[config.mk]
export PLATFORM = sky130hd
export DESIGN_NAME = health_sensor_scheduler
export DESIGN_NICKNAME = d
export VERILOG_FILES = /design/src/rtl/health_sensor_scheduler.sv
export SDC_FILE = /design/constraint.sdc
export NUM_CORES = 1
export LEC_CHECK = 0
export ABC_AREA = 1
export BUFFER_PORTS_ARGS = -buffer_cell sky130_fd_sc_hd__buf_2
export CORE_ASPECT_RATIO = 1.25
export CORE_MARGIN = 5
export CORE_UTILIZATION = 47
export CTS_CLUSTER_SIZE = 8
export DETAILED_ROUTE_END_ITERATION = 12
export PLACE_DENSITY = 0.79
export SLEW_MARGIN = 40
export SYNTH_ARGS = -nofsm -noshare
export SYNTH_HDL_FRONTEND = slang
export SYNTH_SLANG_ARGS = --single-unit
[constraint.sdc]
create_clock -name clk -period 1.48 [get_ports clk]
set_input_delay 0.074 -clock clk [delete_from_list [all_inputs] [get_ports clk]]
set_output_delay 0.074 -clock clk [all_outputs]
set_load 0.01 [all_outputs]
[src/rtl/health_sensor_scheduler.sv]
// Round-robin sample scheduler for the shared health evaluation datapath.
// On each sample tick it visits pressure, blood, glucose and temperature in
// order, holds the accepted sample on the dp* outputs for EVAL_LAT cycles,
// then commits that channel's flags through persistence filters.
// Ports: clk, rst (sync, active-high), enable, chanValid/chanReady handshake,
//   raw sensor inputs, dp* registered datapath inputs, dp flag inputs,
//   glycemicIndex, filtered alarms, roundDone, overrun (sticky), busy.
// Option: define HEALTH_SCHED_ALARM_LATCH_EN for sticky alarms plus an
//   alarmClear input that clears alarms and persistence counters.
module health_sensor_scheduler #(
    parameter int PERIOD   = 32,
    parameter int EVAL_LAT = 2,
    parameter int PERSIST  = 3
) (
    input  logic       clk,
    input  logic       rst,
    input  logic       enable,
`ifdef HEALTH_SCHED_ALARM_LATCH_EN
    input  logic       alarmClear,
`endif
    input  logic [3:0] chanValid,
    output logic [3:0] chanReady,
    input  logic [5:0] pressureIn,
    input  logic [3:0] bloodPHIn,
    input  logic [2:0] bloodTypeIn,
    input  logic [7:0] bloodSensorIn,
    input  logic [3:0] tempIn,
    output logic [5:0] dpPressureData,
    output logic [3:0] dpBloodPH,
    output logic [2:0] dpBloodType,
    output logic [7:0] dpBloodSensor,
    output logic [3:0] dpTempSensorValue,
    input  logic       dpPresureAbn,
    input  logic       dpBloodAbn,
    input  logic [3:0] dpGlycemicIndex,
    input  logic       dpLowTempAbn,
    input  logic       dpHighTempAbn,
    output logic [3:0] glycemicIndex,
    output logic       pressureAlarm,
    output logic       bloodAlarm,
    output logic       lowTempAlarm,
    output logic       highTempAlarm,
    output logic       roundDone,
    output logic       overrun,
    output logic       busy
);
    localparam int TW = $clog2(PERIOD);
    localparam int WW = $clog2(EVAL_LAT + 1);
    localparam logic [TW-1:0] TLAST = TW'(PERIOD - 1);
    localparam logic [WW-1:0] WLOAD = WW'(EVAL_LAT);
    localparam logic [WW-1:0] WONE  = WW'(1);
    localparam logic [3:0]    PMAX  = 4'(PERSIST);

    typedef enum logic [1:0] {IDLE, SCAN, EVAL, COMMIT} state_t;

    state_t          state_q;
    logic [TW-1:0]   tcnt_q, tcnt_d;
    logic            tick;
    logic [1:0]      ptr_q;
    logic [WW-1:0]   wait_q;
    logic [5:0]      dp_p_q;
    logic [3:0]      dp_ph_q;
    logic [2:0]      dp_ty_q;
    logic [7:0]      dp_se_q;
    logic [3:0]      dp_te_q;
    logic [3:0]      gly_q;
    logic            done_q, ovr_q;
    // Filter index: 0 pressure, 1 blood, 2 low temp, 3 high temp
    logic [3:0]      pcnt_q [4];
    logic [3:0]      pcnt_d [4];
    logic [3:0]      alarm_q, alarm_d;
    logic [3:0]      flag, upd;

    assign tick = enable && (tcnt_q == TLAST);

    always_comb begin
        tcnt_d = tcnt_q + 1'b1;
        if (!enable || tcnt_q == TLAST) tcnt_d = '0;
    end

    always_ff @(posedge clk) begin
        if (rst) tcnt_q <= '0;
        else     tcnt_q <= tcnt_d;
    end

    always_comb begin
        chanReady = '0;
        if (state_q == SCAN && chanValid[ptr_q]) chanReady[ptr_q] = 1'b1;
    end

    // Only the filters belonging to the committing channel move.
    always_comb begin
        flag = {dpHighTempAbn, dpLowTempAbn, dpBloodAbn, dpPresureAbn};
        upd  = '0;
        if (state_q == COMMIT) begin
            unique case (ptr_q)
                2'd0: upd = 4'b0001;
                2'd1: upd = 4'b0010;
                2'd2: upd = 4'b0000;
                2'd3: upd = 4'b1100;
            endcase
        end
        for (int i = 0; i < 4; i++) begin
            pcnt_d[i]  = pcnt_q[i];
            alarm_d[i] = alarm_q[i];
            if (upd[i]) begin
                if (!flag[i])             pcnt_d[i] = '0;
                else if (pcnt_q[i] < PMAX) pcnt_d[i] = pcnt_q[i] + 4'd1;
`ifdef HEALTH_SCHED_ALARM_LATCH_EN
                alarm_d[i] = alarm_q[i] | (pcnt_d[i] == PMAX);
`else
                alarm_d[i] = (pcnt_d[i] == PMAX);
`endif
            end
        end
`ifdef HEALTH_SCHED_ALARM_LATCH_EN
        if (alarmClear) begin
            for (int i = 0; i < 4; i++) pcnt_d[i] = '0;
            alarm_d = '0;
        end
`endif
    end

    always_ff @(posedge clk) begin
        if (rst) begin
            state_q <= IDLE;
            ptr_q   <= '0;
            wait_q  <= '0;
            dp_p_q  <= '0;
            dp_ph_q <= '0;
            dp_ty_q <= '0;
            dp_se_q <= '0;
            dp_te_q <= '0;
            gly_q   <= '0;
            done_q  <= 1'b0;
            ovr_q   <= 1'b0;
            alarm_q <= '0;
            for (int i = 0; i < 4; i++) pcnt_q[i] <= '0;
        end else begin
            done_q  <= 1'b0;
            alarm_q <= alarm_d;
            for (int i = 0; i < 4; i++) pcnt_q[i] <= pcnt_d[i];
            // A tick during a round is dropped, only recorded.
            if (tick && state_q != IDLE) ovr_q <= 1'b1;
            unique case (state_q)
                IDLE: begin
                    if (tick) begin
                        ptr_q   <= '0;
                        state_q <= SCAN;
                    end
                end
                SCAN: begin
                    if (chanValid[ptr_q]) begin
                        unique case (ptr_q)
                            2'd0: dp_p_q <= pressureIn;
                            2'd1: begin
                                dp_ph_q <= bloodPHIn;
                                dp_ty_q <= bloodTypeIn;
                            end
                            2'd2: dp_se_q <= bloodSensorIn;
                            2'd3: dp_te_q <= tempIn;
                        endcase
                        wait_q  <= WLOAD;
                        state_q <= EVAL;
                    end else if (ptr_q == 2'd3) begin
                        state_q <= IDLE;
                        done_q  <= 1'b1;
                    end else begin
                        ptr_q <= ptr_q + 2'd1;
                    end
                end
                EVAL: begin
                    wait_q <= wait_q - 1'b1;
                    if (wait_q == WONE) state_q <= COMMIT;
                end
                COMMIT: begin
                    if (ptr_q == 2'd2) gly_q <= dpGlycemicIndex;
                    if (ptr_q == 2'd3) begin
                        state_q <= IDLE;
                        done_q  <= 1'b1;
                    end else begin
                        ptr_q   <= ptr_q + 2'd1;
                        state_q <= SCAN;
                    end
                end
            endcase
        end
    end

    assign dpPressureData    = dp_p_q;
    assign dpBloodPH         = dp_ph_q;
    assign dpBloodType       = dp_ty_q;
    assign dpBloodSensor     = dp_se_q;
    assign dpTempSensorValue = dp_te_q;
    assign glycemicIndex     = gly_q;
    assign pressureAlarm     = alarm_q[0];
    assign bloodAlarm        = alarm_q[1];
    assign lowTempAlarm      = alarm_q[2];
    assign highTempAlarm     = alarm_q[3];
    assign roundDone         = done_q;
    assign overrun           = ovr_q;
    assign busy              = (state_q != IDLE);

endmodule
==> results.md <==
- Placed Instances: 572
- Syn Area/Cell: 6.993 um2
- Post-DP HPWL: 4559 um
- Post-route antenna net violation count: 0
- Hold Vio Cnt, Final: 0
- Xor-xnor portion of the synthesized cell area: 0%
- Layout Nets: slightly below 600
- Most common cell after layout, fill and taps aside: nor2_1
- Power per Cell Area: just over 800 nW/um2
- First-pass GRT wire length: 11560 um
- Critical Path AT: 1830 ps
- Main combinational cell family by area after synthesis: simple AND/OR/NAND/NOR gates
- Post-Layout Cell Count: 624
- Post-Synth Adder-Cell Area: 5.249%
- FF/Latch Area: about 1300 um2
- Sequential power share: 49.9%
- Fin crit share: 105.4%
- RSZ-0062 raised after global routing: true
- Combinational share of power: between 5 and 6%
- Dpl ws: -21.10 ps
- Antenna Cells: 0
- Drt drc: 0
- Fmax: 640.8 MHz
- # H-tree levels: 3
- CTS max path bufs: 2
- Internal Power: 2.631 mW
- Peak supply drop: 0.6064 mV
- # setup viols final: 2
- Crit end category: flop
- Layout cells sized above 1: between 20 and 30%
- Post-synthesis compound-gate area fraction: 7.393%
- Post-DP Area: ~3400 um2
- Final WL: 7272 um
- Crit-path cells: ha_4 -> nand2_2 -> nor2_2 -> ha_2 -> nand2_1 -> nand2_1 -> nand2_2 -> nor2_4 -> nand2_2 -> nand2_1 -> nand2_1 -> nor2_1
- Clk_skew: approximately 4.3 ps
- NetSw: about 0.71 mW
- Largest net degree at the start of global routing: 23
- CTS root buf: clkbuf_8
- Most frequent cells in the layout: nor2_1 (92), nand2_1 (82), buf_2 (76)
- Max-cap violation count: 0
- Worst slew pin tran: 345.3 ps
- YS warnings: 0
- Sw Share: 21.29%
- Die area: 7756 um2
- Finished Core Util: 69.79%
- Initial Util: around 49%
- Slew Limit Fails: 0
- Total grt overflow: 0
- Most frequent CP cell: nand2_1
- Core area: 5857 um2
- Initial antenna violation count: 0
- Chip height: about 97 um
- Clock share of power: 44.5%
- Final setup TNS: -86.00 ps
- Sequential share of the synthesized area: 43.39%
- P_leak: between 2 and 2.5 nW
- Vias in the first global route: between 2000 and 3000
- Worst Hold Class: input port to flop
- Worst stage delay on the critical path: 350 ps
- Mux contribution to synthesized area: 0%
- Clk_lat worst skew: 330 ps
- Post-synthesis net count: around 460
- Post-synthesis simple-gate area fraction: 32.98%
- CP required: around 1800 ps
- Die W: 79.78 um
- Setup WS post-layout: -80.46 ps
- Post-synthesis cell area: 2860 um2
- Multi-input gate area: 1408 um2
- Slowest cell on crit path: dfxtp_2
- Avg Vias per Cell: 4.571
- GRT Util Overall: 18.46%
- Failing checks: negative setup slack
- Pwr Total: between 3 and 4 mW
- Final non-filler cell area: 4088 um2
- Relative slew slack: 76.89%
- Post-synth cell types: 24
- CTS tree: yes
- Drt initial violations: 97
- Critical path type: flop to flop
- CP Max Fanout: 3
- Register bit total from synthesis: a little over 60
- Num rows: 31
- Gate Count Post-Synth: around 410
- Worst R2R Setup Slack: -80 ps
- Wire per inst: roughly 12 um
- Synthesis-to-finish area growth: 42.91%
- Hold Slack: 9.385 ps
- RePlAce Congestion: 0.8229
- I/O pins: 80
- First-pass detailed-route iteration total: 4
- Minimum clock period: 1560 ps
- CTS clk-pin slew, worst paths: 70 ps
- Number of port buffers: 79
- CTS Sinks: 62
- Num CTS Buffers: 9
- Worst setup SP type: flop
- Status: complete, but fails checks
- Fillers: approximately 460
- Routed vias: 2852
[synth_stat cells]
cell type | count | share of area (%)
inv_1 | 62 | 8.1
nand2_2 | 1 | 0.22
nor3b_1 | 4 | 1.0
a21oi_1 | 20 | 3.5
buf_6 | 2 | 0.79
nand3_4 | 1 | 0.61
a211oi_1 | 1 | 0.26
buf_2 | 5 | 0.87
nand3_1 | 17 | 3.0
o21a_1 | 5 | 1.3
o21ai_0 | 12 | 2.1
or2_0 | 1 | 0.22
nor2_4 | 2 | 0.79
dfxtp_1 | 62 | 43
clkbuf_1 | 3 | 0.39
ha_1 | 12 | 5.2
nand3_2 | 6 | 2.1
inv_2 | 4 | 0.52
nand2_1 | 88 | 12
nor2_1 | 95 | 12
a31oi_1 | 1 | 0.22
buf_4 | 1 | 0.26
nor2_2 | 1 | 0.22
nand3b_1 | 3 | 0.79
[final timing paths]
check,start,to,depth (start not counted)
worst min register to register,glycemicIndex[3],glycemicIndex[3],2
worst min-delay path,dpBloodAbn,pcnt_q[1][2],3
worst max register to register,tcnt_q[1],ptr_q[0],12
worst max-delay path,tcnt_q[1],ptr_q[0],12
[sequential cells by signal, indices dropped and copies added (netlist names), named ones only]
signal / cells
overrun: 1
wait_q: 2
ptr_q: 2
dpBloodType: 3
tcnt_q: 5
glycemicIndex: 4
dpBloodPH: 4
dpTempSensorValue: 4
dpPressureData: 6
alarm_q: 4
pcnt_q: 16
state_q: 1
roundDone: 1
dpBloodSensor: 8
[kinds of logic after synthesis]
kind of cell / after synthesis
adders and majority gates: 12
DFF: 62
AOI/OAI and AO/OA: 39
and+or+nand+nor: 219
buffers and inverters: 77
[final cells by class]
class                           instances  share of cell area, %
Clock buffer                           12                  3.796
Clock inverter                          4                  1.102
Inverter                               66                  6.244
Multi-Input combinational cell        270                  34.44
Sequential cell                        62                  30.79
Tap cell                               82                  2.510
Timing Repair Buffer                  128                  21.12
[worst max-delay path: cells and delay by family, from the launching register on]
family        cells  cell delay [ps]
fa+ha+maj         2              340
flops             1              350
simple gates     10              800
[power by group through the flow]
stage / combinational (mW) / sequential, mW / clock [mW]
2_1_floorplan: 0.0481 / 1.71 / 0
3_3_place_gp: 0.121 / 1.71 / 0
3_5_place_dp: 0.122 / 1.71 / 0
4_1_cts: 0.179 / 1.67 / 1.52
5_1_grt: 0.209 / 1.67 / 1.61
6_report: 0.189 / 1.67 / 1.49
[metal layers]
| metal | vias to the layer above | track usage (%) | wire length [um] |
|---|---|---|---|
| met5 | - | 0 | 0 |
| met4 | 0 | 8.583 | 227 |
| met3 | 18 | 3.247 | 319 |
| met2 | 72 | 33.31 | 3798 |
| met1 | 1256 | 20.48 | 2927 |
| li1 | 1506 | - | - |
[timing repair]
action / 4_1_cts / 5_1_grt
pin swaps: 6 / 14
setup buffers: 7 / 3
endpoints found under the setup margin: 13 / 16
hold buffers: 26 / 0
gates resized for setup: 11 / 34
endpoints found under the hold margin: 27 / 0
Note: power is estimated with default switching activity, not from simulation.
